### src/rtl/mini16_pkg.sv
// Shared definitions for the mini16 UART arbiter: FSM state encoding and the index-width helper.
// The helper is a constant function, so parameter lists can use it to size ports.
package mini16_pkg;

    typedef enum logic {
        ARB_IDLE   = 1'b0,
        ARB_LOCKED = 1'b1
    } arb_state_t;

    // Bits needed to hold an index in 0..n-1, never less than one.
    function automatic int clog2(input int n);
        int r;
        r = 0;
        for (int v = n - 1; v > 0; v = v >> 1) begin
            r++;
        end
        return (r < 1) ? 1 : r;
    endfunction

endpackage

### src/rtl/mini16_rr_pick.sv
// Rotating-priority pick: first set request at or above ptr, wrapping from REQ_N-1 to 0.
// Purely combinational (zero latency); no flow control of its own.
module mini16_rr_pick
    import mini16_pkg::*;
#(
    parameter  int REQ_N = 4,
    localparam int IDW   = clog2(REQ_N)
) (
    input  logic [REQ_N-1:0] req,
    input  logic [IDW-1:0]   ptr,
    output logic [IDW-1:0]   idx,
    output logic             any
);

    // Walk offsets from farthest to nearest so the nearest set request wins.
    always_comb begin
        int cand;
        cand = 0;
        idx  = '0;
        any  = |req;
        for (int off = REQ_N - 1; off >= 0; off--) begin
            cand = int'(ptr) + off;
            if (cand >= REQ_N) begin
                cand = cand - REQ_N;
            end
            if (req[cand]) begin
                idx = IDW'(cand);
            end
        end
    end

endmodule

### src/rtl/mini16_uart_arb.sv
// Round-robin arbiter sharing one UART TX byte channel; a grant is held for a whole message.
// First byte 1 cycle after req_valid, then bytes pass combinationally; tx_ready goes straight to the owner's req_ready.
// MINI16_UART_ARB_TIMEOUT_EN compiles in an idle counter that revokes a stalled lock after TIMEOUT cycles.
module mini16_uart_arb
    import mini16_pkg::*;
#(
    parameter  int REQ_N      = 4,
    parameter  int DATA_WIDTH = 8,
    parameter  int TIMEOUT    = 1024,
    localparam int IDW        = clog2(REQ_N)
) (
    input  logic                        clk,
    input  logic                        reset,
    input  logic [REQ_N-1:0]            req_valid,
    input  logic [REQ_N*DATA_WIDTH-1:0] req_data,
    input  logic [REQ_N-1:0]            req_last,
    output logic [REQ_N-1:0]            req_ready,
    output logic                        tx_valid,
    output logic [DATA_WIDTH-1:0]       tx_data,
    input  logic                        tx_ready,
    output logic [IDW-1:0]              grant_id,
    output logic                        busy
);

    arb_state_t     state_q, state_d;
    logic [IDW-1:0] grant_q, grant_d;
    logic [IDW-1:0] rr_q, rr_d;
    logic [IDW-1:0] pick_idx;
    logic           pick_any;
    logic [IDW-1:0] next_ptr;

`ifdef MINI16_UART_ARB_TIMEOUT_EN
    localparam int CW = clog2(TIMEOUT);
    logic [CW-1:0] idle_cnt_q, idle_cnt_d;
`endif

    mini16_rr_pick #(
        .REQ_N (REQ_N)
    ) u_pick (
        .req (req_valid),
        .ptr (rr_q),
        .idx (pick_idx),
        .any (pick_any)
    );

    assign next_ptr = (grant_q == IDW'(REQ_N - 1)) ? '0 : grant_q + 1'b1;
    assign grant_id = grant_q;

    always_ff @(posedge clk or posedge reset) begin
        if (reset) begin
            state_q <= ARB_IDLE;
            grant_q <= '0;
            rr_q    <= '0;
        end else begin
            state_q <= state_d;
            grant_q <= grant_d;
            rr_q    <= rr_d;
        end
    end

`ifdef MINI16_UART_ARB_TIMEOUT_EN
    always_ff @(posedge clk or posedge reset) begin
        if (reset) begin
            idle_cnt_q <= '0;
        end else begin
            idle_cnt_q <= idle_cnt_d;
        end
    end
`endif

    // Outputs decode from the state flop only, so reset silences them without a clock edge.
    always_comb begin
        int base;
        base      = int'(grant_q) * DATA_WIDTH;
        state_d   = state_q;
        grant_d   = grant_q;
        rr_d      = rr_q;
        req_ready = '0;
        tx_valid  = 1'b0;
        tx_data   = '0;
        busy      = (state_q == ARB_LOCKED);
`ifdef MINI16_UART_ARB_TIMEOUT_EN
        idle_cnt_d = idle_cnt_q;
`endif
        case (state_q)
            ARB_IDLE: begin
                if (pick_any) begin
                    grant_d = pick_idx;
                    state_d = ARB_LOCKED;
                end
            end
            ARB_LOCKED: begin
                tx_valid           = req_valid[grant_q];
                tx_data            = tx_valid ? req_data[base +: DATA_WIDTH] : '0;
                req_ready[grant_q] = tx_ready;
                if (tx_valid && tx_ready && req_last[grant_q]) begin
                    state_d = ARB_IDLE;
                    rr_d    = next_ptr;
                end
`ifdef MINI16_UART_ARB_TIMEOUT_EN
                // A bubble counts toward revocation; any valid cycle restarts the count.
                if (tx_valid) begin
                    idle_cnt_d = '0;
                end else if (idle_cnt_q == CW'(TIMEOUT - 1)) begin
                    idle_cnt_d = '0;
                    state_d    = ARB_IDLE;
                    rr_d       = next_ptr;
                end else begin
                    idle_cnt_d = idle_cnt_q + 1'b1;
                end
`endif
            end
            default: state_d = ARB_IDLE;
        endcase
    end

endmodule

### config.mk
export PLATFORM = sky130hd
export DESIGN_NAME = mini16_uart_arb
export DESIGN_NICKNAME = d
export VERILOG_FILES = /design/src/rtl/mini16_pkg.sv /design/src/rtl/mini16_rr_pick.sv /design/src/rtl/mini16_uart_arb.sv
export SDC_FILE = /design/constraint.sdc
export NUM_CORES = 1
export LEC_CHECK = 0
export BUFFER_PORTS_ARGS = -buffer_cell sky130_fd_sc_hd__buf_2
export CAP_MARGIN = 15
export CORE_UTILIZATION = 37
export CTS_CLUSTER_SIZE = 20
export DETAILED_ROUTE_END_ITERATION = 10
export PLACE_DENSITY = 0.79
export SYNTH_ARGS = -nofsm -noshare
export SYNTH_HDL_FRONTEND = slang
export SYNTH_SLANG_ARGS = --single-unit
export TNS_END_PERCENT = 30
### constraint.sdc
create_clock -name clk -period 1.7 [get_ports clk]
set_clock_uncertainty 0.1 [all_clocks]
set_input_delay 0.17 -clock clk [delete_from_list [all_inputs] [get_ports clk]]
set_output_delay 0.17 -clock clk [all_outputs]
set_load 0.01 [all_outputs]
==> impl.org <==
** Floorplanning
- The floorplan step defined a die boundary enclosing 2050 um2.
- Measured along the x axis, the die boundary spans 45.2 um.
- Total I/O pin count :: 59
- The total area inside the core boundary comes to 1750 um2.
- The floorplan has 15 rows.
- For this configuration, the core starts out at a cell density of 39.6%.
- Vertical extent of the die :: 45.2 um

** Min path
- The path class of the tightest hold or removal check is primary input to register.
- Min-Delay Startpoint :: req_valid[3]
- Worst hold endpoint :: grant_id[0]
- Cell depth of the worst hold path :: 3

** Setup path
- Largest driver fanout on the critical path :: 5
- STA classifies the critical path startpoint as a register.
- For the worst setup path, the data arrival time is 1.67 ns.
- For the worst flop-to-flop path, the logic depth is 4.
- Reg-to-reg critical path startpoint :: grant_id[0]
- The critical path starts at grant_id[0].
- Critical R2R Capture :: rr_q[0]
- Setup slack, reg-to-reg :: 0.21 ns
- Kind of capture point of the worst setup path :: primary output
- Setup Crit Path Kind :: register to primary output
- At the worst endpoint, the required time is 1.43 ns.

** Timing
- Final min period :: 1.94 ns
- Across all hold checks on the routed design, the worst slack comes to 0.178 ns.
- The total count of max-transition violations in the final report is 0.
- At the pin with the least slew margin, the transition time is 0.517 ns.
- Number of hold violations in the final report :: 0
- Max_slew headroom :: 65.2%
- Setup violations remaining at the end of the flow were counted as 9.
- Maximum achievable frequency :: 517 MHz
- In the finished design, the share of the clock period the worst path needs comes to 114%.
- Once routing completed, OpenROAD measured the worst setup slack at -0.235 ns.
- Unrepaired setup endpoints after global routing :: yes
- For the final routed database, the setup TNS stands at -1.95 ns.

** Detailed routing
- In the final routed layout, each cell accounts on average for 13.7 um.
- Number of detailed-route iterations in the first pass :: 4
- The final route contains 851 vias.
- In the routed design, unresolved DRC markers number 0.
- The count of nets left with antenna violations once routing finished came out at 0.
- Overall routed net length :: 2180 um
- Violation count after the first detailed-route iteration :: 19
- Routed vias/inst :: 5.35

** Place
- Post-DP Area :: 1020 um2
- Buffers placed on the I/O ports in this run total 58.
- Final RePlAce weighted congestion :: 0.779
- Summed over all nets, the half-perimeter wirelength after detailed placement is 1690 um.

** GRT
- First-pass GRT wire length :: 2930 um
- Number of antenna violations at the first check in global routing :: 0
- GRT Util Overall :: 20.3%
- Vias in the first global route :: 704
- Largest net degree at the start of global routing :: 19
- Total grt overflow :: 0

** Synthesis
- Synth Warn # :: 0
- Most frequent cell after synthesis :: sky130_fd_sc_hd__and3_1
- Sequential elements use 18.1% of the synthesized area.
- Ys flop type :: sky130_fd_sc_hd__dfrtp_1
- In this run, synthesis produced a sequential element count of 5.
- The number of nets handed over by synthesis was 115.
- Post-synthesis instance area :: 692 um2
- Post-synthesis cell count :: 68
- Count of unique library cells instantiated by Yosys :: 24
- Post-synthesis average cell area :: 10.2 um2
- Post-synth top area cell :: sky130_fd_sc_hd__mux4_2
- Share of the synthesized area in the top cell type :: 19.5%
- Share of synthesized registers carrying an async set or reset :: 100%
- Top cell types by occurrence after synthesis :: sky130_fd_sc_hd__and3_1 (12), sky130_fd_sc_hd__inv_1 (8), sky130_fd_sc_hd__mux4_2 (6)
- Ranked by total cell area, the synthesized netlist is headed by sky130_fd_sc_hd__mux4_2 (20%), sky130_fd_sc_hd__dfrtp_1 (18%), sky130_fd_sc_hd__mux4_1 (11%), sky130_fd_sc_hd__and3_1 (11%), sky130_fd_sc_hd__ha_1 (7.2%).
- Post-synth EDFFs :: 0

** Pwr
- For this design the ratio of total power to cell area is 1300 nW/um2.
- Clock power share :: 10.8%
- The design draws 1410 uW.
- Of the total power, the share spent switching nets is 42.1%.
- Combinational power share :: 72.5%
- Internal power of the cells :: 816 uW
- Peak supply drop :: 0.792 mV
- Total leakage power :: 0.000604 uW
- Sequential Power Share :: 16.7%
- Net switching component of the power :: 593 uW

** Clock tree
- The tree is rooted in a sky130_fd_sc_hd__clkbuf_4.
- H-tree lvl count :: 1
- Maximum number of buffers from clock root to sink :: 2
- Number of clock buffers inserted by TritonCTS :: 3
- Post-CTS timing repair inserted 0 buffers for setup.
- Register clock-pin slew on the reported worst setup and hold paths :: 0.05 ns
- Later-pin clock latency in the skew report :: 0.26 ns
- Clock tree from TritonCTS :: done
- Sinks on Clock Net :: 5

** Final layout
- Antenna cells :: 0
- Utilization after layout :: 62.2%
- Fraction of layout cells with a size suffix above 1 :: 58.2%
- After the last flow step, the layout net total stands at 182.
- Non-Filler Cell Area, Final :: 1090 um2
- Counting the fill cells in the layout gives 167.
- Area Overhead vs Synth :: 57.0%

** Status
- Outcome :: finished, violations left
- Violations in the final reports :: setup timing

** Job
- The tool flagged a number of max-cap violations equal to 0.
-- worst max path at each step --
| stage | to | depth (start not counted) |
|---|---|---|
| final | tx_data[4] | 4 |
| after global routing | tx_data[0] | 4 |
| after CTS | tx_data[1] | 4 |
| after detailed placement | tx_data[4] | 4 |
| after global placement | tx_data[1] | 4 |
| after floorplan | tx_data[2] | 4 |
-- layout by cell type (no fill, tap or decap), drive strengths merged, types with 3 or more instances in the layout --
cell / count
dfrtp: 5
clkbuf: 4
mux4: 10
and3: 12
inv: 8
a21oi: 3
nand2: 3
nor2: 3
o21ai: 4
ha: 4
buf: 64
-- per-layer routing --
layer | vias up | share of wire, % | global-route usage, %
li1 | 399 | - | -
met2 | 49 | 51 | 37.7
met5 | - | 0 | 0
met4 | 0 | 1.3 | 7.27
met1 | 398 | 37 | 22.1
met3 | 5 | 11 | 4.80
-- cell type report --
class	count	area [um2]	area share (%)
well taps	25	31.3	2.88
inverters	8	30.0	2.76
clock buffers	4	26.3	2.42
flip-flops and latches	5	126	11.6
multi-input cells	52	519	47.8
repair buffers	65	353	32.5
-- flip-flops by register name, summed over array words and instances (netlist names) --
name      flops
busy          1
grant_id      2
rr_q          2
-- power groups by stage --
| stage | clock network [uW] | logic [uW] | registers [uW] |
|---|---|---|---|
| 6_report | 152 | 1020 | 235 |
| 5_1_grt | 158 | 1120 | 243 |
| 4_1_cts | 152 | 1030 | 236 |
| 3_5_place_dp | 0 | 980 | 229 |
| 3_3_place_gp | 0 | 953 | 221 |
| 2_1_floorplan | 0 | 649 | 245 |
-- stage by stage --
stage	worst slack, ns	std cells
3_5_place_dp	0.0264	153
5_1_grt	-0.282	159
3_3_place_gp	0.0585	153
4_1_cts	-0.251	159
6_report	-0.235	159
2_1_floorplan	0.0412	68
-- what timing repair did --
item | CTS | global route
cloned | 1 | 0
gates resized for setup | 4 | 1
pin swaps | 0 | 0
hold endpoints to repair | 5 | 0
setup endpoints to repair | 11 | 11
hold buffers | 1 | 0
-- kinds of logic after synthesis --
kind of cell / count (synthesis) / synth area share (%)
DFF: 5 / 18.1
adders and majority gates: 4 / 7.23
AOI/OAI and AO/OA: 14 / 13.0
buffers and inverters: 12 / 10.1
muxes: 11 / 34.2
and+or+nand+nor: 22 / 17.4
-- critical path, cell delays in order, from the launching register on --
cell                      delay (ns)
sky130_fd_sc_hd__dfrtp_1        0.38
sky130_fd_sc_hd__buf_4          0.15
sky130_fd_sc_hd__mux4_2         0.55
sky130_fd_sc_hd__and3_1         0.19
sky130_fd_sc_hd__buf_2          0.14
(Power assumes the default switching activity.)
